### config.mk
export PLATFORM = sky130hd
export DESIGN_NAME = fifo_writer
export DESIGN_NICKNAME = d
export VERILOG_FILES = /design/src/rtl/fifo_writer.sv
export SDC_FILE = /design/constraint.sdc
export NUM_CORES = 1
export LEC_CHECK = 0
export ABC_AREA = 1
export CORE_MARGIN = 2
export CORE_UTILIZATION = 30
export DETAILED_ROUTE_END_ITERATION = 8
export PLACE_DENSITY_LB_ADDON = 0.15
export SETUP_SLACK_MARGIN = 0.2
export SYNTH_ARGS = -nofsm -noshare
export SYNTH_HDL_FRONTEND = slang
export SYNTH_SLANG_ARGS = --single-unit
### constraint.sdc
create_clock -name clk -period 3.4 [get_ports clk]
set_input_delay 1.02 -clock clk [delete_from_list [all_inputs] [get_ports clk]]
set_output_delay 1.02 -clock clk [all_outputs]
set_load 0.02 [all_outputs]
### src/rtl/fifo_writer.sv
// fifo_writer: moves bytes from a shared holding register into an external
// FIFO using a parameterised setup / strobe / hold / recover write cycle.
module fifo_writer #(
  parameter int unsigned SETUP_TICKS   = 1,
  parameter int unsigned PULSE_TICKS   = 3,
  parameter int unsigned HOLD_TICKS    = 1,
  parameter int unsigned RECOVER_TICKS = 2
) (
  input  logic        clk,
  input  logic        rst,
  input  logic        nff,
  input  logic        src_data_avail,
  input  logic [7:0]  src_data,
  output logic        src_rd,
  output logic        fifo_nwr,
  output logic [7:0]  fifo_data_out,
  output logic        fifo_data_oe,
  output logic        busy,
  output logic [15:0] write_count
);

  localparam int unsigned TICK_W  = 8;
  localparam int unsigned COUNT_W = 16;

  // Last tick value of each phase; a phase lasts N cycles, counted from 0.
  localparam logic [TICK_W-1:0] SETUP_LAST   = TICK_W'(SETUP_TICKS - 1);
  localparam logic [TICK_W-1:0] PULSE_LAST   = TICK_W'(PULSE_TICKS - 1);
  localparam logic [TICK_W-1:0] HOLD_LAST    = TICK_W'(HOLD_TICKS - 1);
  localparam logic [TICK_W-1:0] RECOVER_LAST = TICK_W'(RECOVER_TICKS - 1);

  typedef enum logic [2:0] {
    WR_IDLE,
    WR_SETUP,
    WR_STROBE,
    WR_HOLD,
    WR_RECOVER
  } state_t;

  state_t               state_q, state_d;
  logic [TICK_W-1:0]    tick_q, tick_d;
  logic                 src_rd_d;
  logic                 nwr_d;
  logic [7:0]           data_d;
  logic                 oe_d;
  logic                 busy_d;
  logic [COUNT_W-1:0]   count_d;

  // State, tick counter and all outputs are registered here.
  always_ff @(posedge clk) begin
    if (rst) begin
      state_q       <= WR_IDLE;
      tick_q        <= '0;
      src_rd        <= 1'b0;
      fifo_nwr      <= 1'b1;
      fifo_data_out <= 8'h00;
      fifo_data_oe  <= 1'b0;
      busy          <= 1'b0;
      write_count   <= '0;
    end else begin
      state_q       <= state_d;
      tick_q        <= tick_d;
      src_rd        <= src_rd_d;
      fifo_nwr      <= nwr_d;
      fifo_data_out <= data_d;
      fifo_data_oe  <= oe_d;
      busy          <= busy_d;
      write_count   <= count_d;
    end
  end

  // Next-state and next-output decode; inputs are only looked at in WR_IDLE.
  always_comb begin
    state_d  = state_q;
    tick_d   = tick_q + TICK_W'(1);
    src_rd_d = 1'b0;
    nwr_d    = fifo_nwr;
    data_d   = fifo_data_out;
    oe_d     = fifo_data_oe;
    count_d  = write_count;

    unique case (state_q)
      WR_IDLE: begin
        tick_d = '0;
        if (src_data_avail && nff) begin
          data_d   = src_data;
          oe_d     = 1'b1;
          src_rd_d = 1'b1;
          state_d  = WR_SETUP;
        end
      end
      WR_SETUP: begin
        if (tick_q == SETUP_LAST) begin
          nwr_d   = 1'b0;
          tick_d  = '0;
          state_d = WR_STROBE;
        end
      end
      WR_STROBE: begin
        if (tick_q == PULSE_LAST) begin
          nwr_d   = 1'b1;
          tick_d  = '0;
          state_d = WR_HOLD;
        end
      end
      WR_HOLD: begin
        if (tick_q == HOLD_LAST) begin
          oe_d    = 1'b0;
          tick_d  = '0;
          state_d = WR_RECOVER;
        end
      end
      WR_RECOVER: begin
        if (tick_q == RECOVER_LAST) begin
          count_d = write_count + COUNT_W'(1);
          tick_d  = '0;
          state_d = WR_IDLE;
        end
      end
      default: begin
        nwr_d   = 1'b1;
        oe_d    = 1'b0;
        tick_d  = '0;
        state_d = WR_IDLE;
      end
    endcase

    busy_d = (state_d != WR_IDLE);
  end

endmodule

Yosys cells after proc, flatten, opt, wreduce, memory -nomap -nowiden
Cells that the tools add are included.
{"block": "word_totals", "reg_bits": 39, "in_bits": 12, "out_inout_bits": 28, "word_cells": 51}
{"block": "op_classes", "add_sub_neg": 2, "n_eq_ne": 10, "muxes": 16, "bitwise_logic": 3, "n_reduce_logical": 12}
{"operator": "$mux 8", "n": 3}
{"operator": "$pmux 8 s3", "n": 1}
{"operator": "$add 16x1->16 const B", "n": 1}
{"operator": "$mux 3", "n": 5}
{"operator": "$pmux 3 s5", "n": 1}
{"operator": "$add 8x1->8 const B", "n": 1}
{"operator": "$eq 8x1->1 const B", "n": 1}
{"operator": "$eq 8x2->1 const B", "n": 1}
{"operator": "$logic_not 8->1", "n": 1}
{"operator": "$ne 2x2->1 const B", "n": 4}
{"operator": "$eq 3x2->1 const B", "n": 2}
{"operator": "$pmux 1 s3", "n": 2}
{"operator": "$reduce_and 3->1", "n": 2}
{"operator": "$reduce_or 3->1", "n": 2}
{"operator": "$mux 1", "n": 4}
{"operator": "$reduce_and 2->1", "n": 2}
{"operator": "$reduce_or 2->1", "n": 2}
{"operator": "$eq 3x1->1 const B", "n": 1}
{"operator": "$eq 3x3->1 const B", "n": 1}
{"operator": "$logic_not 3->1", "n": 1}
{"operator": "$not 1->1", "n": 3}
{"operator": "$reduce_bool 3->1", "n": 1}
{"operator": "$logic_and 1x1->1", "n": 1}

Longest topological paths before layout
Gate-level depths: netlist of run 1.
{"block": "logic_depth", "ltp_word": 4, "mapped_depth": 8, "mapped_depth_nobuf": 8}

Worst setup path after synthesis of run 1
No wires, ideal clock.
{"block": "synth_path", "kind": "input to register", "startpoint": "input port src_data_avail", "endpoint": "register fifo_data_out[1]", "setup_ns": 0.070, "t_arrival_ns": 1.639, "t_required_ns": 3.330, "slack_ns": 1.691, "stages": 5, "n_path_buf": 2, "cell_sequence": "nand2_1 nand3b_1 buf_2 buf_2 a21oi_1"}
{"block": "synth_via", "elab_chain_len": 2}
{"item": "from (decl)", "line_no": "12", "source": "input logic src_data_avail,"}
{"item": "$logic_and 1x1->1", "line_no": "84", "source": "if (src_data_avail && nff) begin"}
{"item": "$reduce_and 2->1 (no line)"}
{"item": "to (signal assigned)", "line_no": "64", "source": "fifo_data_out <= data_d;"}
{"item": "to (decl)", "line_no": "16", "source": "output logic [7:0] fifo_data_out,"}
Every way passes these cells.
A chain may end at the register's enable or synchronous reset.

Worst setup path in the final report of run 1
{"block": "layout_path", "startpoint": "register write_count[9]", "endpoint": "output port write_count[9]"}
{"item": "from (decl)", "line_no": "19", "source": "output logic [15:0] write_count"}
{"item": "from (signal assigned)", "line_no": "67", "source": "write_count <= count_d;"}
No word-level cell between the ends.

==> results of run 1 <==
## how the worst max path moves through the flow
stage / startpoint / endpoint
after floorplan: src_data_avail / fifo_data_out[1]
after global placement: src_data_avail / fifo_data_oe
after detailed placement: nff / fifo_data_oe
after CTS: write_count[5] / write_count[5]
after global routing: src_data_avail / fifo_data_oe
final: write_count[9] / write_count[9]
## state kept, by name, summed over array words and instances (netlist names)
register and flops:
write_count 16, fifo_data_out 8, tick_q 8, state_q 3, busy 1, fifo_data_oe 1, fifo_nwr 1, src_rd 1
## per-layer routing
layer,global-route usage [%],wire [µm],vias to the layer above
met4,3.90,31,0
met1,18.0,2280,799
met3,3.99,191,2
li1,-,-,988
met2,19.0,1940,31
met5,0,0,-
## cell families after synthesis
| kind of cell | after synthesis | share of synthesized area, % |
|---|---|---|
| and+or+nand+nor | 146 | 33.2 |
| buffers and inverters | 46 | 9.62 |
| AOI/OAI and AO/OA | 41 | 11.0 |
| DFF | 39 | 39.5 |
| xor gates and xnor gates | 8 | 3.54 |
| adders and majority gates | 5 | 3.16 |
## cell type report
type | instances | area [µm²]
fillers | 664 | 3800
multi-input cells | 200 | 1010
flip-flops and latches | 39 | 781
repair buffers | 40 | 398
inverters | 40 | 150
well taps | 77 | 96.3
clock buffers | 6 | 82.6
clock inverters | 2 | 35.0
## power by group through the flow
stage                     Combinational (µW)  Clock (µW)  Sequential [µW]
final                                   84.9         405              475
after global routing                    93.0         441              477
after CTS                               85.7         416              476
after detailed placement                85.3           0              486
after global placement                  85.9           0              486
after floorplan                         31.6           0              499
## worst register-to-register path: cells and delay by family, from the launching register on
kind            cells  cell delay [ns]
compound gates      1             0.17
fa+ha+maj           1             0.25
buf+inv             1             0.08
flops               1             0.43
simple gates        5             0.58
## metrics by stage
| stage | hold WS, ns | std cells | worst slack, ns |
|---|---|---|---|
| 2_1_floorplan | 0.445 | 285 | 1.69 |
| 3_3_place_gp | 0.435 | 396 | 0.815 |
| 3_5_place_dp | 0.439 | 396 | 0.765 |
| 4_1_cts | 0.451 | 404 | 0.969 |
| 5_1_grt | 0.467 | 404 | 0.916 |
| 6_report | 0.445 | 404 | 0.984 |
## layout by cell type, fill, tap and decap left out
| master | Yosys | routed |
|---|---|---|
| nor3b_1 | 1 | 1 |
| nand2_1 | 68 | 68 |
| nand3_2 | 1 | 1 |
| clkinv_2 | 0 | 1 |
| nand2_2 | 4 | 4 |
| buf_4 | 0 | 1 |
| nand3_1 | 20 | 20 |
| a21oi_2 | 2 | 2 |
| xnor2_1 | 2 | 2 |
| bufinv_16 | 0 | 1 |
| nor3_4 | 1 | 1 |
| o21ai_0 | 17 | 17 |
| a31oi_1 | 2 | 2 |
| nor2_1 | 35 | 35 |
| ha_1 | 5 | 5 |
| nor3_1 | 1 | 1 |
| or2_2 | 1 | 1 |
| nand3b_1 | 2 | 2 |
| clkbuf_8 | 0 | 6 |
| nor2_4 | 1 | 1 |
| inv_1 | 39 | 39 |
| xor2_1 | 6 | 6 |
| o211ai_1 | 1 | 1 |
| a21oi_1 | 19 | 19 |
| nand4_1 | 8 | 8 |
| nor2_2 | 2 | 2 |
| nor3_2 | 1 | 1 |
| clkdlybuf4s50_1 | 0 | 39 |
| inv_2 | 1 | 1 |
| dfxtp_1 | 39 | 39 |
==> impl_metrics.tcl, run 1 <==
set metrics [dict create \
    reg2regPathDepth 8 \
    synthTopCellsByCount "68 x nand2_1, 39 x dfxtp_1, 39 x inv_1, 35 x nor2_1, 20 x nand3_1" \
    grt_max_degree 21 \
    drtAntennaViolNets 0 \
    startpoint_type "flip-flop" \
    p_comb_share_pct 8.8 \
    cts_resized 0 \
    min_from "fifo_data_out[7]" \
    ios 40 \
    syn_to_final_growth_pct 28.9 \
    routed_wirelength_um 4450 \
    ys_ff_latch 39 \
    synth_top_area_share_pct 39.5 \
    cpPeakStageDelay_ns 0.65 \
    crit_path_max_fanout 6 \
    postCtsSetupBuffers 0 \
    grt_usage_pct 12.9 \
    cp-end-kind "output pin" \
    power.switching_uw 219 \
    p_int_uw 747 \
    p_leak_uw 0.000978 \
    syn_area_mm2 0.00198 \
    power_uw 966 \
    setup_tns_ns 0 \
    status "completed" \
    switching_share_pct 22.6 \
    synth_nets 302 \
    cp_num_buf_inv 1 \
    synthArstFlopShare_pct 0 \
    cts_tree "yes" \
    cts_max_path_buffers 2 \
    initial_utilization_pct 31.1 \
    clock_skew_ns 0.00633 \
    synth_area_leaders "dfxtp_1 39%, nand2_1 13%, inv_1 7.4%" \
    min_to "fifo_data_out[7]" \
    cts_buffers 5 \
    worst_slew_pin_slew_ns 0.652 \
    nets 343 \
    grt-ovfl-total 0 \
    cts_max_level 2 \
    grt_pass1_vias 1665 \
    wl_per_cell_um 11.0 \
    drv_cap 0 \
    cp_slowest_cell "clkdlybuf4s50_1" \
    setup_viol 0 \
    required_ns 2.38 \
    syn_avg_cell_area_um2 6.94 \
    cp_num_cells 1 \
    yosysSeqAreaShare_pct 39.5 \
    dr.pass1.iters 4 \
    maxSlewViolCount 0 \
    cp_cell_sequence "clkdlybuf4s50_1" \
    cts.sinks 39 \
    drtIter0Drc 79 \
    rsz0062_at_grt "no" \
    antenna_found_initial 0 \
    clk_latency_ns 0.29 \
    hold_depth 2 \
    finalCritPeriodShare_pct 71.1 \
    ctsHoldBuffers 0 \
    hold_violations 0 \
    clkSlewWorstSetupHoldPaths_ns 0.08 \
    synth_edf_count 0 \
    via_per_inst 4.50 \
    yosysUniqueCellTypes 28 \
    irDropWorstVdd_uv 168 \
    die_w_um 85.2 \
    root_buffer "clkbuf_8" \
    core_area_mm2 0.00635 \
    r2r_slack_ns 1.81 \
    timing.rr.end "write_count[10]" \
    fin_area_mm2 0.00255 \
    num_rows 29 \
    r2r-start "write_count[0]" \
    power.share.clock_pct 42.0 \
    ys.warnings.count 0 \
    maxSlewHeadroom_pct 56.4 \
    place_area_mm2 0.00243 \
    dieHeight_um 85.2 \
    dp_hpwl_um 3250 \
    fp.dieArea_mm2 0.00725 \
    critical-path-top-delay-family "buffers and inverters" \
    seqPwrFrac_pct 49.2 \
    drive_gt1_share_pct 7.03 \
    yosysMostFrequentCell "nand2_1" \
    port-buffer-count 39 \
    final_util_pct 40.1 \
    critical_path_class "reg2out" \
    diodes 0 \
    ys.flop_type "dfxtp_1" \
    yosysTopAreaCell "dfxtp_1" \
    dr_total_vias 1820 \
    syn_inst 285 \
    finalCriticalPeriod_ns 2.42 \
    crit_arrival_ns 1.40 \
    drc 0 \
    grt_pass1_wl_um 7600 \
    fmax_mhz 414 \
    hold_class "reg2reg" \
    place.gp.congestion 0.776 \
    power.density_mw_per_mm2 379 \
]
Note: power is estimated with default switching activity, not from simulation.
==> inputs of run 2 (changes only) <==
clock period = 2 ns   (was 3.4 ns; I/O delays follow)
==> run 2 against run 1 <==
Flip-flop and latch count unchanged. First-iteration DRC count increased by 16%. Cell area about the same. Global-route usage increased by 0.096 points. Routed wire length decreased by 0.70%. Combinational power increased by 60%. Clock power increased by 68%. Critical endpoint is now write_count[7].
==> impl_metrics.tcl, run 2 (synthesized netlist as in run 1, its figures left out) <==
set metrics [dict create \
    critical-path-top-delay-family "flip-flops" \
    largest_reg_flops 16 \
    dp_hpwl_um 3320 \
    clock_skew_ns 0.00985 \
    cp_cell_sequence "dlygate4sd2_1" \
    reg2regPathDepth 8 \
    cp-end-kind "output pin" \
    die_w_um 85.2 \
    cp_num_buf_inv 1 \
    initial_utilization_pct 31.1 \
    drv_cap 0 \
    cp_slowest_cell "dfxtp_1" \
    cts_max_path_buffers 2 \
    grt_usage_pct 12.9 \
    critical_path_class "reg2out" \
    grt_pass1_wl_um 7620 \
    fp.dieArea_mm2 0.00725 \
    num_rows 29 \
    p_int_uw 1260 \
    dr_total_vias 1859 \
    cpPeakStageDelay_ns 0.43 \
    place.gp.congestion 0.787 \
    cts_tree "yes" \
    postCtsSetupBuffers 0 \
    drtIter0Drc 92 \
    maxSlewViolCount 0 \
    power.share.clock_pct 41.9 \
    required_ns 1.40 \
    antenna_found_initial 0 \
    routed_wirelength_um 4420 \
    hold_depth 2 \
    p_comb_share_pct 8.4 \
    power.switching_uw 363 \
    cts_buffers 5 \
    grt-ovfl-total 0 \
    ctsHoldBuffers 0 \
    setup_tns_ns 0 \
    worst_slew_pin_slew_ns 0.550 \
    via_per_inst 4.55 \
    maxSlewHeadroom_pct 63.2 \
    cts_max_level 2 \
    fillers 679 \
    finalCritPeriodShare_pct 84.8 \
    layout_commonest_cell "nand2_1" \
    hold_violations 0 \
    drive_gt1_share_pct 8.43 \
    seqPwrFrac_pct 49.7 \
    finalCriticalPeriod_ns 1.70 \
    port-buffer-count 39 \
    drtAntennaViolNets 0 \
    p_leak_uw 0.00112 \
    ios 40 \
    switching_share_pct 22.3 \
    startpoint_type "flip-flop" \
    core_area_mm2 0.00635 \
    grt_max_degree 18 \
    hold-worst-slack_ns 0.444 \
    syn_to_final_growth_pct 29.1 \
    crit_path_max_fanout 5 \
    status "completed" \
    dieHeight_um 85.2 \
    grt_pass1_vias 1699 \
    clkSlewWorstSetupHoldPaths_ns 0.08 \
    power.density_mw_per_mm2 636 \
    wl_per_cell_um 10.8 \
    final_cell_mix "68 x nand2_1, 39 x inv_1, 39 x dfxtp_1, 35 x nor2_1, 28 x dlygate4sd2_1" \
    cp_num_cells 1 \
    top_regs "write_count (16), fifo_data_out (8), tick_q (8)" \
    top_register "write_count" \
    rsz0062_at_grt "no" \
    cts.sinks 39 \
    nets 348 \
    hold_class "reg2reg" \
    diodes 0 \
    dr.pass1.iters 4 \
    irDropWorstVdd_uv 317 \
    clk_latency_ns 0.29 \
    fmax_mhz 589 \
    root_buffer "clkbuf_8" \
    setup_viol 0 \
    drc 0 \
    crit_arrival_ns 1.10 \
]
-- run 2: path summary, 6_finish.rpt --
path	start	to	slack, ns
min reg2reg	fifo_data_out[6]	fifo_data_out[6]	0.44
min	fifo_data_out[6]	fifo_data_out[6]	0.44
max reg2reg	tick_q[0]	tick_q[0]	0.45
max	write_count[7]	write_count[7]	0.30
-- run 2: area by class of cell --
cell class	instances	area (µm²)	share of cell area, %
multi-input combinational	200	1010	39.4
clock inverter	2	35.0	1.37
timing repair buffer	45	400	15.7
sequential	39	781	30.6
clock buffer	6	82.6	3.24
inverter	40	150	5.89
tap	77	96.3	3.78
-- run 2: metrics by stage --
step           utilization, %  worst slack, ns  instance area (µm²)  total power (µW)  instances
3_3_place_gp             38.9            0.175                 2470               975        401
5_1_grt                  40.2            0.209                 2550              1690        409
3_5_place_dp             38.9            0.119                 2470               975        401
6_report                 40.2            0.304                 2550              1620        409
4_1_cts                  40.2            0.287                 2550              1650        409
2_1_floorplan               -            0.460                 1980               902        285
-- run 2: layer usage --
layer	share of wire (%)	vias to the layer above	track usage (%)
met5	0	-	0
met4	1.4	0	5.19
met3	3.9	5	3.11
met2	45	33	20.4
met1	50	822	17.1
li1	-	999	-
-- run 2: timing repair --
action	4_1_cts	5_1_grt
endpoints found under the hold margin	0	0
setup endpoints to repair	28	0
gates resized for setup	28	0
-- run 2: tightest hold or removal path, stage by stage (launching register included) --
cell and delay (ns):
dfxtp_1 0.31, inv_1 0.05, a21oi_1 0.05
-- run 2: power groups by stage --
stage                     registers (µW)  logic [µW]  clock network [µW]
after global routing                 811         149                 730
after global placement               826         149                   0
after floorplan                      848        53.7                   0
after detailed placement             826         148                   0
final                                807         136                 680
after CTS                            807         136                 705
